## src/rtl/ddram_rom_writer.sv

```systemverilog
// Packs the 16-bit hps_io ioctl download stream into 64-bit DDRAM writes.
// Single-beat writes with byte enables; back-pressures hps_io via ioctl_wait.
module ddram_rom_writer #(
  parameter logic [28:0] BASE_ADDR = 29'h0300_0000,
  parameter logic [7:0]  INDEX     = 8'd0
) (
  input  logic        clk_sys,
  input  logic        reset_n,
  input  logic        ioctl_download,
  input  logic [7:0]  ioctl_index,
  input  logic        ioctl_wr,
  input  logic [26:0] ioctl_addr,
  input  logic [15:0] ioctl_dout,
  output logic        ioctl_wait,
  input  logic        ddram_busy,
  output logic        ddram_we,
  output logic [28:0] ddram_addr,
  output logic [63:0] ddram_din,
  output logic [7:0]  ddram_be,
  output logic [3:0]  ddram_burstcnt,
  output logic        rom_loaded,
  output logic [23:0] words_written
);

  typedef enum logic [1:0] {
    FILL, FLUSH, DRAIN, DONE
  } state_t;

  state_t      r_state;
  logic        r_act_q;
  logic        r_asm_v;
  logic [23:0] r_asm_tag;
  logic [63:0] r_asm_d;
  logic [7:0]  r_asm_be;
  logic        r_sk_v;
  logic [23:0] r_sk_tag;
  logic [1:0]  r_sk_lane;
  logic [15:0] r_sk_d;

  logic        w_act;
  logic        w_rise;
  logic        w_stb;
  logic [1:0]  w_lane;
  logic [23:0] w_line;
  logic        w_e_v;
  logic [23:0] w_e_tag;
  logic [63:0] w_e_d;
  logic [7:0]  w_e_be;
  logic        w_n_v;
  logic [23:0] w_n_tag;
  logic [63:0] w_n_d;
  logic [7:0]  w_n_be;
  logic        w_sk_load;
  logic        w_n_sv;
  logic        w_drain;
  logic        w_trig;
  logic        w_unused;

  assign w_act  = ioctl_download && (ioctl_index == INDEX);
  assign w_rise = w_act && !r_act_q;
  assign w_stb  = w_act && ioctl_wr;
  assign w_lane = ioctl_addr[2:1];
  assign w_line = ioctl_addr[26:3];
  assign w_unused = ioctl_addr[0];
  assign ddram_burstcnt = 4'd1;

  // An empty assembly register takes the skid word straight away,
  // so ordering is kept and the skid slot is free again next cycle.
  always_comb begin
    w_e_v   = r_asm_v | r_sk_v;
    w_e_tag = r_asm_tag;
    w_e_d   = r_asm_d;
    w_e_be  = r_asm_be;
    if (!r_asm_v) begin
      w_e_tag = r_sk_tag;
      w_e_d   = '0;
      w_e_be  = '0;
      w_e_d[{r_sk_lane, 4'b0} +: 16] = r_sk_d;
      w_e_be[{r_sk_lane, 1'b0} +: 2] = 2'b11;
    end
    w_n_v     = w_e_v;
    w_n_tag   = w_e_tag;
    w_n_d     = w_e_d;
    w_n_be    = w_e_be;
    w_sk_load = 1'b0;
    if (w_stb) begin
      if (!w_e_v || (w_e_tag == w_line)) begin
        if (!w_e_v) begin
          w_n_tag = w_line;
          w_n_d   = '0;
          w_n_be  = '0;
        end
        w_n_v = 1'b1;
        w_n_d[{w_lane, 4'b0} +: 16] = ioctl_dout;
        w_n_be[{w_lane, 1'b0} +: 2] = 2'b11;
      end else if (!(r_asm_v && r_sk_v)) begin
        w_sk_load = 1'b1;
      end
    end
    w_n_sv  = (r_asm_v && r_sk_v) || w_sk_load;
    w_drain = !w_act && ((r_state == DRAIN) ||
              ((r_state == FILL) && r_act_q));
    w_trig  = (r_state != FLUSH) && w_n_v &&
              ((w_n_be == 8'hFF) || w_n_sv || w_drain);
  end

  always_ff @(posedge clk_sys or negedge reset_n) begin
    if (!reset_n) begin
      r_state       <= FILL;
      r_act_q       <= 1'b0;
      r_asm_v       <= 1'b0;
      r_asm_tag     <= '0;
      r_asm_d       <= '0;
      r_asm_be      <= '0;
      r_sk_v        <= 1'b0;
      r_sk_tag      <= '0;
      r_sk_lane     <= '0;
      r_sk_d        <= '0;
      ioctl_wait    <= 1'b0;
      ddram_we      <= 1'b0;
      ddram_addr    <= '0;
      ddram_din     <= '0;
      ddram_be      <= '0;
      rom_loaded    <= 1'b0;
      words_written <= '0;
    end else begin
      r_act_q   <= w_act;
      r_asm_v   <= w_n_v && !w_trig;
      r_asm_tag <= w_n_tag;
      r_asm_d   <= w_n_d;
      r_asm_be  <= w_n_be;
      r_sk_v    <= w_n_sv;
      if (w_sk_load) begin
        r_sk_tag  <= w_line;
        r_sk_lane <= w_lane;
        r_sk_d    <= ioctl_dout;
      end
      ioctl_wait <= w_n_sv ||
                    ((r_state == FLUSH) && ddram_busy && w_n_v);
      case (r_state)
        FLUSH: begin
          if (!ddram_busy) begin
            ddram_we <= 1'b0;
            if (words_written != 24'hFFFFFF)
              words_written <= words_written + 24'd1;
            if (w_act) begin
              r_state <= FILL;
            end else if (w_n_v) begin
              r_state <= DRAIN;
            end else begin
              rom_loaded <= 1'b1;
              r_state    <= DONE;
            end
          end
        end
        default: begin
          if (w_trig) begin
            ddram_we   <= 1'b1;
            ddram_addr <= BASE_ADDR + {5'd0, w_n_tag};
            ddram_din  <= w_n_d;
            ddram_be   <= w_n_be;
            r_state    <= FLUSH;
          end else if (w_drain) begin
            rom_loaded <= 1'b1;
            r_state    <= DONE;
          end else if (w_act) begin
            r_state <= FILL;
          end
        end
      endcase
      if (w_rise) begin
        rom_loaded    <= 1'b0;
        words_written <= '0;
      end
    end
  end

endmodule

```

## config.mk

```make
export PLATFORM = sky130hd
export DESIGN_NAME = ddram_rom_writer
export DESIGN_NICKNAME = d
export VERILOG_FILES = /design/src/rtl/ddram_rom_writer.sv
export SDC_FILE = /design/constraint.sdc
export NUM_CORES = 1
export LEC_CHECK = 0
export CORE_AREA = 2 2 180 182
export DETAILED_ROUTE_END_ITERATION = 6
export DIE_AREA = 0 0 182 184
export DONT_BUFFER_PORTS = 1
export PLACE_DENSITY_LB_ADDON = 0.15
export SLEW_MARGIN = 20
export SYNTH_ARGS = -nofsm -noshare
export SYNTH_HDL_FRONTEND = slang
export SYNTH_SLANG_ARGS = --single-unit
export TNS_END_PERCENT = 30
```

## constraint.sdc

```tcl
create_clock -name clk_sys -period 3.7 [get_ports clk_sys]
set_input_delay 0.37 -clock clk_sys [delete_from_list [all_inputs] [get_ports clk_sys]]
set_output_delay 0.37 -clock clk_sys [all_outputs]
set_load 0.01 [all_outputs]
```

-- Yosys cells after proc, flatten, opt, wreduce, memory -nomap -nowiden
Index checks and enable logic that the tools add are counted.
- register bits: 271
- output and inout bits: 132
- logic and storage cells: 124
- add/sub/neg operators: 6
- equal/unequal tests: 12
- shift operators: 8
- multiplexer cells: 44
- bitwise operators: 4
- reduce and logical (&&, ||, !) cells: 33
- operator list (operator ; count):
    64-bit 2-to-1 mux ; 6
    24-bit 2-to-1 mux ; 8
    16-bit by 8-bit variable shift with 64-bit output, first input constant ; 2
    16-bit by 8-bit variable part select with 64-bit output ; 2
    64-bit bitwise AND ; 1
    64-bit bitwise mux ; 1
    8-bit 2-to-1 mux ; 6
    26-bit by 24-bit adder with 27-bit output, first input constant ; 1
    24-bit by 1-bit adder with 24-bit output, second input constant ; 1
    24-bit equality test ; 1
    24-bit inequality test, second input constant ; 1
    1-bit 2-to-1 mux ; 16
    6-bit negator with 8-bit output ; 2
    2-bit by 5-bit variable shift with 8-bit output, first input constant ; 2
    2-bit by 5-bit variable part select with 8-bit output, first input constant ; 2
    2-bit 2-to-1 mux ; 6
    1-bit logical AND ; 11
    3-bit negator with 5-bit output ; 2
    3-bit inequality test, second input constant ; 3
    8-bit bitwise AND ; 1
    8-bit bitwise mux ; 1
    8-bit equality test, second input constant ; 1
    8-bit zero test ; 1
    1-bit logical OR ; 6
    other kinds (15) ; 23

-- Longest topological paths before layout
Gate-level depths: netlist of run 1.
- depth after elaboration: 17
- mapped depth: 13
- gate-level depth less buffers: 10

-- Least setup slack after synthesis of run 1
No wires, ideal clock.
- kind: input -> register
- from: input ioctl_index[6]
- to: register ddram_addr[0]
- setup time: 0.125 ns
- data arrival time: 2.797 ns
- data required time: 3.575 ns
- path slack: 0.778 ns
- stages on the path: 10
- buffers on the path: 2
- cell sequence: or4b_4 nor3_4 nand2_4 a221o_1 a211oi_1 o211a_1 o21a_1 buf_6 buf_6 mux2_4
- longest elaborated chain between the ends: 9
- elaborated cells between the ends (all ways): 17
- ends and longest elaborated chain (what ; RTL line ; RTL):
    start: declaration ; 10 ; input logic [7:0] ioctl_index,
    8-bit zero test (*) ; 59 ; assign w_act = ioctl_download && (ioctl_index == INDEX);
    1-bit logical AND (*) ; 59 ;
    via w_act ; 40 ; logic w_act;
    parallel branches: the longest is 7 deep, another holds 26-bit by 24-bit adder with 27-bit output ; - ;
    end signal: assignment ; 159 ; ddram_addr <= BASE_ADDR + {5'd0, w_n_tag};
    end: declaration ; 17 ; output logic [28:0] ddram_addr,
Mark *: on every way through the listed nets, which the timed path passes.
A chain may end at the register's enable or synchronous reset.

-- Final worst setup path of run 1
- from: register r_asm_v
- to: register ddram_addr[6]
- longest elaborated chain between the ends: 12
- elaborated cells between the ends (all ways): 29
- ends and longest elaborated chain (what ; RTL line ; RTL):
    start: declaration ; 31 ; logic r_asm_v;
    start signal: assignment ; 128 ; r_asm_v <= w_n_v && !w_trig;
    parallel branches: the longest is 12 deep, another holds 26-bit by 24-bit adder with 27-bit output ; - ;
Parallel ways; which one is timed is not known. The select of a mux whose other input is x is not followed.

==> impl_results.md, run 1 <==
- Max-slew violations: 0
- Number of global-route vias before repair: 8421
- Fin Hold WS: -0.483 ns
- Synthesized area: 12400 um^2
- Crit-path cells: buf_8, mux2i_1, xnor2_1, nor4_1, nand4_1, buf_4, a2111oi_2, nor2_1, o21a_4, buf_4, mux2_4
- Flops & latches, synth: between 200 and 300
- H-tree depth: 1
- Total negative slack: 0 ns
- Share of layout cells above drive strength 1: 21.0%
- Initial drt markers: 511
- Main synth FF type: dfrtp_1
- Arr. time, crit path: between 3 and 4 ns
- Startpoint types: flip-flop
- CP max stage cell: dfrtp_4
- PD cells: 439 nW/um^2
- Type of the worst setup path: flip-flop to flip-flop
- Die area: 33500 um^2
- Nets: about 1100
- Die W: 182 um
- Final hold violations: 267
- Total grt overflow: 0
- Sw Ratio: 21.4%
- All-layer global routing usage: 19.4%
- Worst-path fanout max: 14
- Die height: 184 um
- Worst min-delay path class: input port to asynchronous set/reset pin
- Max Buffers Root-to-Sink: 3
- Max Fclk: a little under 300 MHz
- Crit share post-route: 92.7%
- Multi-input logic area: 5280 um^2
- # resized after CTS: 0
- CTS tree: done
- Num CTS Buffers: 30
- Post-route ant nets: 0
- Drt wl/cell: 21.5 um
- Status: complete, but fails checks
- Max Used Layer: met4
- Leak: roughly 6.5 nW
- Commonest non-fill, non-tap cell in the layout: dfrtp_1
- DRT Pass-1 Iters: 5
- Worst clock skew: 0.0154 ns
- Worst Max-Slew Pin Slew: 0.900 ns
- Top cell type by total area after synthesis: dfrtp_1
- Cts hold-fix bufs: 42
- Initial Util: 39.6%
- Proportion of synthesized chip area in sequential cells: around 54%
- Sequential power share: 46.6%
- Comb power frac: about 3.0%
- Failing checks: hold timing
- Area grow syn2layout: 16.5%
- Cell Rows: 65
- DP HPWL: 19900 um
- RSZ-0062 raised after global routing: no
- GPL Wtd Cong: 0.767
- Setup-failing EPs final: 0
- Initial antenna violation count: 0
- Commonest cells after routing, fill and taps aside: dfrtp_1 (266), nor2_1 (83), mux2_4 (78)
- Part of the power in the clock network: about half
- Diodes inserted: 0
- CP most frequent cell: buf_4
- Metal2 WL: 14900 um
- Yosys top cell area share: 53.7%
- Syn Inst Count: 1026
- Final min period: between 3 and 4 ns
- Yosys warning total: 0
- Top Family by Delay on Critical Path: simple AND/OR/NAND/NOR gates
- Synth cell types: 63
- # port buffers: 0
- Clock latency on the worst-skew pair: 0.56 ns
- Ys async rst share: 100%
- Net Sw Power: between 0.001 and 0.0015 W
- Crit-path max cell delay: 0.61 ns
- Top post-synthesis cells by area: dfrtp_1 (54%), mux2_4 (9.4%), mux2_2 (3.8%)
- Clock Root Buffer: clkbuf_16
- Met3 WL: between 1500 and 2000 um
- CP endpoint kind: flip-flop
- WL met1: 14700 um
- Post-synth EDFFs: 0
- Peak supply drop: about 0.00032 V
- CTS clock-pin slew for the worst setup and hold paths: 0.06 ns
- Internal: between 0.004 and 0.005 W
- First-pass GRT wire length: 51100 um
- Core Box Area: 31400 um^2
- Slew margin rel.: 40.0%
- CP Buf/Inv Count: 3
- Max-Cap Viols: 0
- FF+latch area: 6690 um^2
- Via/cell ratio: 5.38
- Worst EP required: roughly 4.1 ns
- Total Power: 0.00635 W
- Syn Area/Cell: 12.1 um^2
- I/O pins: 188
- Clock Sinks: between 200 and 300
- Vias: approximately 8000
- Largest net degree at the start of global routing: 268
- Filler Cells Inserted: approximately 2900
- Remaining DRCs: 0
- Final WL: 32200 um
==> power groups by stage <==
| stage | clock [W] | combinational (W) | sequential (W) |
|---|---|---|---|
| 6_report | 0.00320 | 0.000189 | 0.00296 |
| 5_1_grt | 0.00342 | 0.000208 | 0.00296 |
| 4_1_cts | 0.00329 | 0.000184 | 0.00297 |
| 3_5_place_dp | 0 | 0.000132 | 0.00302 |
| 3_3_place_gp | 0 | 0.000132 | 0.00302 |
| 2_1_floorplan | 0 | 0.000110 | 0.00301 |
==> area by class of cell <==
type                    count  area share, %
multi-input cells         648           36.4
clock buffers              41           5.95
flip-flops and latches    267           46.2
clock inverters            15           1.49
inverters                  46           1.19
repair buffers             76           5.32
well taps                 402           3.47
==> Yosys cell counts (all sizes together) (2+ instances only) <==
cell type	count
nor4b	2
o21ai	29
xor2	8
a22oi	48
inv	46
nor4	9
clkbuf	35
nor3b	3
o2111ai	2
dfrtp	267
nor2b	3
mux2i	47
nand4	21
buf	35
and3	3
and2	3
a21o	2
xnor2	37
nand3	10
ha	10
nand4b	2
mux2	120
nor2	84
nand2b	2
o2bb2ai	33
or3	5
a21oi	41
a31oi	18
and4	8
a22o	18
a211oi	2
nand2	38
nor3	12
a211o	2
conb	2
or2	3
==> worst reg2reg max path, delay by kind of cell (launching register included) <==
family	cells	cell delay (ns)
AOI/OAI and AO/OA	2	0.60
xor gates and xnor gates	1	0.11
buffers and inverters	3	0.67
DFF	1	0.61
muxes	2	0.59
and+or+nand+nor	3	0.74
==> final timing paths <==
check	startpoint	to	slack (ns)	cells after the start
worst max-delay path	r_asm_v	ddram_addr[6]	0.27	11
worst min register to register	r_sk_tag[19]	r_sk_tag[19]	0.51	1
worst max register to register	r_asm_v	ddram_addr[6]	0.27	11
worst min-delay path	reset_n	ddram_din[36]	-0.48	0
max in group asynchronous	reset_n	r_sk_tag[4]	3.78	0
min in group clk_sys	ioctl_dout[9]	r_asm_d[25]	0.02	2
==> metal layers <==
| layer | up-vias | track usage, % |
|---|---|---|
| met5 | - | 0 |
| met1 | 4019 | 27.1 |
| met4 | 0 | 4.84 |
| met3 | 42 | 4.08 |
| met2 | 206 | 31.0 |
| li1 | 3773 | - |
==> state kept, by name, indices dropped and copies added (netlist names), 16 cells and up <==
register / count
ddram_din: 64
r_asm_d: 64
ddram_addr: 25
r_asm_tag: 24
r_sk_tag: 24
words_written: 24
r_sk_d: 16
==> logic make-up (layout without fill, tap and decap cells) <==
| group | Yosys count | count (layout) | share of synthesized area [%] |
|---|---|---|---|
| and+or+nand+nor | 211 | 211 | 8.72 |
| AOI/OAI and AO/OA | 207 | 207 | 11.7 |
| xor gates and xnor gates | 45 | 45 | 3.17 |
| muxes | 167 | 167 | 17.0 |
| buffers and inverters | 116 | 178 | 4.56 |
| other | 2 | 7 | 0.0604 |
| adders and majority gates | 11 | 11 | 1.09 |
| DFF | 267 | 267 | 53.7 |
==> what timing repair did <==
action,CTS,global route
hold endpoints to repair,382,267
setup buffers,0,1
setup endpoints to repair,0,2
==> stage by stage <==
stage | utilization [%] | instance area, um^2 | instances | setup slack [ns]
finish | 46.1 | 14500 | 1495 | 0.270
global route | 46.1 | 14500 | 1495 | 0.0659
CTS | 46.1 | 14500 | 1494 | 0.190
detailed placement | 41.3 | 13000 | 1396 | 0.218
global placement | 41.3 | 13000 | 1396 | 0.222
floorplan | - | 12500 | 1031 | 0.778
No activity file was read; power rests on OpenSTA's default activity.
==> run 2, diff against run 1 <==
--- a/config.mk
+++ b/config.mk
@@ -8,7 +8,6 @@
 export CORE_AREA = 2 2 180 182
 export DETAILED_ROUTE_END_ITERATION = 6
 export DIE_AREA = 0 0 182 184
-export DONT_BUFFER_PORTS = 1
 export PLACE_DENSITY_LB_ADDON = 0.15
 export SLEW_MARGIN = 20
 export SYNTH_ARGS = -nofsm -noshare
==> run 2 against run 1 <==
Compared with the run above:
- the run now ends clean
- via count increased by 7.2%
- setup slack got worse by 0.082 ns
- first-iteration DRC count is 4.9% lower
- critical path type unchanged
- highest routed layer unchanged
==> impl_results.md, run 2 (synthesized netlist as in run 1, its figures left out) <==
- Status: finished clean
- Commonest cells after routing, fill and taps aside: dfrtp_1 (266), clkdlybuf4s50_1 (178), nor2_1 (83)
- RSZ-0062 raised after global routing: no
- Worst EP required: 4.14 ns
- Commonest non-fill, non-tap cell in the layout: dfrtp_1
- Cell Rows: 65
- Fin Hold WS: 0.439 ns
- Core Box Area: 31400 um^2
- Diodes inserted: 0
- Final min period: between 3 and 4 ns
- Worst-path fanout max: 87
- Max-slew violations: 0
- Drt wl/cell: between 15 and 20 um
- GPL Wtd Cong: roughly 0.82
- Worst clock skew: between 0.01 and 0.015 ns
- Slew margin rel.: a little over two fifths
- Via/cell ratio: 5.24
- CTS clock-pin slew for the worst setup and hold paths: 0.06 ns
- Clock Sinks: 267
- Arr. time, crit path: 3.96 ns
- Setup-failing EPs final: 0
- Type of the worst setup path: flip-flop to flip-flop
- R2R depth: 10
- PD cells: 410 nW/um^2
- Initial drt markers: 486
- I/O pins: 188
- CTS tree: done
- Total negative slack: 0 ns
- Initial antenna violation count: 0
- Die W: 182 um
- Area grow syn2layout: 28.9%
- Max Buffers Root-to-Sink: 3
- Max Fclk: 285 MHz
- # port buffers: 179
- Startpoint types: flip-flop
- CP endpoint kind: flip-flop
- Peak supply drop: between 0.0004 and 0.0005 V
- All-layer global routing usage: 19.1%
- DRT Pass-1 Iters: 4
- Leak: 7.12 nW
- Setup bufs post-CTS: 0
- Worst min-delay path class: input port to asynchronous set/reset pin
- Final WL: 31600 um
- Clock Root Buffer: clkbuf_16
- Vias: about 8600
- Post-route ant nets: 0
- Die height: 184 um
- DP Cell Count: about 1600
- Crit share post-route: between 90 and 100%
- Max-Cap Viols: 0
- Largest net degree at the start of global routing: 107
- Worst Max-Slew Pin Slew: 0.873 ns
- Num CTS Buffers: 31
- Initial Util: roughly 40%
- Nets: 1285
- Final hold violations: 0
- Worst Setup SP: r_asm_v
- Total grt overflow: 0
- Number of global-route vias before repair: ~8900
- Die area: 33500 um^2
- Layout Cells excl Fill: 1646
- Critical R2R Launch: r_asm_v
- First-pass GRT wire length: between 50000 and 60000 um
- DP HPWL: 20800 um
- Reg-to-reg endpoint: ddram_din[51]
- Remaining DRCs: 0
- Clock latency on the worst-skew pair: 0.56 ns
- R2R setup slack: between 0.15 and 0.2 ns
- Top Registers: ddram_din x64, r_asm_d x64, ddram_addr x25
- Share of layout cells above drive strength 1: 19.5%
- H-tree depth: 1
-- run 2: cell count changes in the layout (fill, tap and decap cells not counted), sizes merged, moves of 2 or more --
cell,delta
dlygate4sd3,-41
buf,+12
clkdlybuf4s50,+178
inv,+2
clkbuf,+5
clkinv,-4
-- run 2: worst max-delay path by stage --
stage          slack, ns  depth (start not counted)            end
2_1_floorplan       0.78                         10  ddram_addr[0]
3_3_place_gp        0.25                         10  ddram_din[21]
3_5_place_dp        0.22                         10  ddram_din[20]
4_1_cts             0.20                         10  ddram_din[20]
5_1_grt            0.002                         10  ddram_din[49]
6_report            0.19                         10  ddram_din[51]
-- run 2: final cells by class --
type / count / area [um^2]
inverter: 46 / 173
timing repair buffer: 225 / 2270
clock inverter: 12 / 195
clock buffer: 46 / 922
tap: 402 / 503
fill: 2809 / 15400
multi-input combinational: 648 / 5280
sequential: 267 / 6690
-- run 2: through the flow --
stage	power, W	setup WS, ns	utilization, %	area (um^2)
global placement	0.00333	0.248	47.4	14900
CTS	0.00666	0.198	51.0	16000
global route	0.00681	0.00174	51.1	16000
detailed placement	0.00334	0.219	47.4	14900
finish	0.00657	0.188	51.1	16000
floorplan	0.00312	0.778	-	12500
-- run 2: power breakdown --
part / switching (W) / total [W] / leakage (nW) / internal (W)
combinational: 0.000185 / 0.000319 / 3.30 / 0.000134
sequential: 0.0000219 / 0.00296 / 3.27 / 0.00294
clock: 0.00123 / 0.00329 / 0.549 / 0.00206
-- run 2: timing repair --
action	in CTS	in global routing
endpoints found under the setup margin	0	76
endpoints found under the hold margin	102	0
hold buffers	1	0
resized for setup	0	1
-- run 2: per-layer routing --
layer,global-route usage [%],wire (um),vias to the layer above
li1,-,-,4052
met1,26.8,14700,4284
met2,30.9,14600,239
met3,3.45,1690,46
met4,4.74,688,0
met5,0,0,-
-- run 2: critical path: stages, from the launching register on --
cell and delay, ns:
dfrtp_4 0.74, buf_12 0.40, nor3b_1 0.14, and4_1 0.19, buf_4 0.18, a221o_1 0.33, a211oi_1 0.25, o211a_1 0.24
o21a_4 0.25, buf_12 0.26, mux2_4 0.32
==> run 3, diff against run 2 <==
--- a/config.mk
+++ b/config.mk
@@ -5,9 +5,11 @@
 export SDC_FILE = /design/constraint.sdc
 export NUM_CORES = 1
 export LEC_CHECK = 0
-export CORE_AREA = 2 2 180 182
+export CELL_PAD_IN_SITES_DETAIL_PLACEMENT = 1
+export CELL_PAD_IN_SITES_GLOBAL_PLACEMENT = 1
+export CORE_AREA = 2 2 172 174
 export DETAILED_ROUTE_END_ITERATION = 6
-export DIE_AREA = 0 0 182 184
+export DIE_AREA = 0 0 174 176
 export PLACE_DENSITY_LB_ADDON = 0.15
 export SLEW_MARGIN = 20
 export SYNTH_ARGS = -nofsm -noshare
==> run 3 against run 2 <==
Compared with the run above:
- register-to-register slack gained 0.07 ns
- setup slack better by 0.073 ns
- clock-buffer cell count shrank 6
- critical path depth increased by 1
- die area down 8.6%
- final area is 0.76% lower
- clock skew is 0.00059 ns higher
- final cell count down 1.6%
- combinational power grew 2%
- sequential power about the same
- critical endpoint is now ddram_din[54]
- largest cell class unchanged
==> impl_results.md, run 3 (synthesized netlist as in run 1, its figures left out) <==
- Type of the worst setup path: flip-flop to flip-flop
- Vias: 8852
- CP most frequent cell: buf_4
- Worst clock skew: 0.0136 ns
- Num CTS Buffers: 29
- CP endpoint kind: flip-flop
- Total Power: about 0.0064 W
- Clock latency on the worst-skew pair: 0.55 ns
- Core Box Area: 28500 um^2
- Die height: 176 um
- Clock Root Buffer: clkbuf_16
- CP max stage cell: dfrtp_4
- RSZ-0062 raised after global routing: no
- Final hold violations: 0
- Arr. time, crit path: 3.86 ns
- Largest net degree at the start of global routing: 97
- Max Buffers Root-to-Sink: 3
- Slew margin rel.: 41.1%
- Worst min-delay path class: input port to asynchronous set/reset pin
- PD cells: 400 nW/um^2
- DP HPWL: 22600 um
- Fin Hold WS: ~0.43 ns
- Setup-failing EPs final: 0
- Initial drt markers: 443
- Max-slew violations: 0
- Top Registers: ddram_din x64, r_asm_d x64, ddram_addr x25
- Reg-to-reg endpoint: ddram_din[54]
- I/O pins: 188
- Worst Setup SP: r_asm_v
- GPL Wtd Cong: ~0.76
- All-layer global routing usage: 22.5%
- Crit-path max cell delay: a little over 0.6 ns
- Util after Layout: 55.7%
- # resized after CTS: 0
- DRT Pass-1 Iters: 5
- Post-route ant nets: 0
- Worst Max-Slew Pin Slew: 0.884 ns
- Worst-path fanout max: 27
- Startpoint types: flip-flop
- # port buffers: 179
- Drt wl/cell: 21.2 um
- Die area: 30600 um^2
- Total grt overflow: 0
- H-tree depth: 1
- R2R setup slack: 0.26 ns
- Nets: 1281
- Cell Rows: slightly above 60
- First-pass GRT wire length: between 50000 and 60000 um
- Crit share post-route: between 90 and 100%
- Area grow syn2layout: 27.9%
- Final min period: 3.44 ns
- Max-Cap Viols: 0
- R2R depth: 11
- Commonest non-fill, non-tap cell in the layout: dfrtp_1
- Number of global-route vias before repair: 9842
- Die W: 174 um
- Initial Util: 43.6%
- Diodes inserted: 0
- Critical R2R Launch: r_asm_v
- Share of layout cells above drive strength 1: 19.1%
- Crit-path cells: buf_4, mux2i_1, xnor2_1, nor4_1, nand4_1, buf_4, a2111oi_2, nor2_1, o21a_4, buf_12, mux2_4
- Remaining DRCs: 0
- Final WL: 34300 um
- Peak supply drop: 0.000308 V
- Total negative slack: 0 ns
- Commonest cells after routing, fill and taps aside: dfrtp_1 (266), clkdlybuf4s50_1 (178), nor2_1 (83)
- Worst EP required: 4.12 ns
- CTS clock-pin slew for the worst setup and hold paths: 0.06 ns
- Initial antenna violation count: 0
- Status: finished clean
- Via/cell ratio: about 5.5
- Max Fclk: around 290 MHz
- CTS tree: done
- CP Capture Point: ddram_din[54]
- Leak: a little over 7 nW
- Clock Sinks: 267
==> run 3: worst min-delay path by stage <==
stage	depth (start not counted)	end	slack (ns)
finish	2	ddram_din[20]	0.43
global route	2	ddram_din[33]	0.50
CTS	2	ddram_din[36]	0.48
detailed placement	1	ddram_din[36]	0.45
global placement	1	ddram_din[32]	0.45
floorplan	0	ddram_addr[0]	0.07
==> run 3: metal layers <==
metal,global-route usage (%),wire (um)
met1,29.4,14800
met2,39.7,17200
met3,3.49,1710
met4,4.80,570
met5,0,0
==> run 3: area by class of cell <==
type,instances,area [um^2]
clock buffer,40,857
multi-input combinational,648,5260
timing repair buffer,223,2290
tap,384,480
inverter,46,173
sequential,267,6690
clock inverter,12,166
fill,2955,12600
==> run 3: worst max-delay path, delay by kind of cell, from the launching register on <==
kind | cells | cell delay, ns
xor+xnor | 1 | 0.12
compound gates | 2 | 0.58
simple gates | 3 | 0.77
flops | 1 | 0.61
mux | 2 | 0.60
buf+inv | 3 | 0.61
==> run 3: metrics by stage <==
stage                     cells  setup WS (ns)  cell area, um^2
after floorplan            1031          0.778            12500
after detailed placement   1566          0.150            14900
final                      1620          0.261            15900
after global placement     1566          0.213            14900
after CTS                  1619          0.108            15900
after global routing       1620         0.0152            15900
==> run 3: power by group <==
| part | switching [W] | internal [W] | total [W] |
|---|---|---|---|
| logic | 0.000191 | 0.000134 | 0.000325 |
| clock network | 0.00119 | 0.00189 | 0.00308 |
| registers | 0.0000196 | 0.00294 | 0.00296 |
| total | 0.00140 | 0.00496 | 0.00636 |
==> run 3: timing repair <==
item,in CTS,in global routing
hold endpoints to repair,93,0
endpoints found under the setup margin,0,81
setup buffers,0,1
hold buffers,1,0
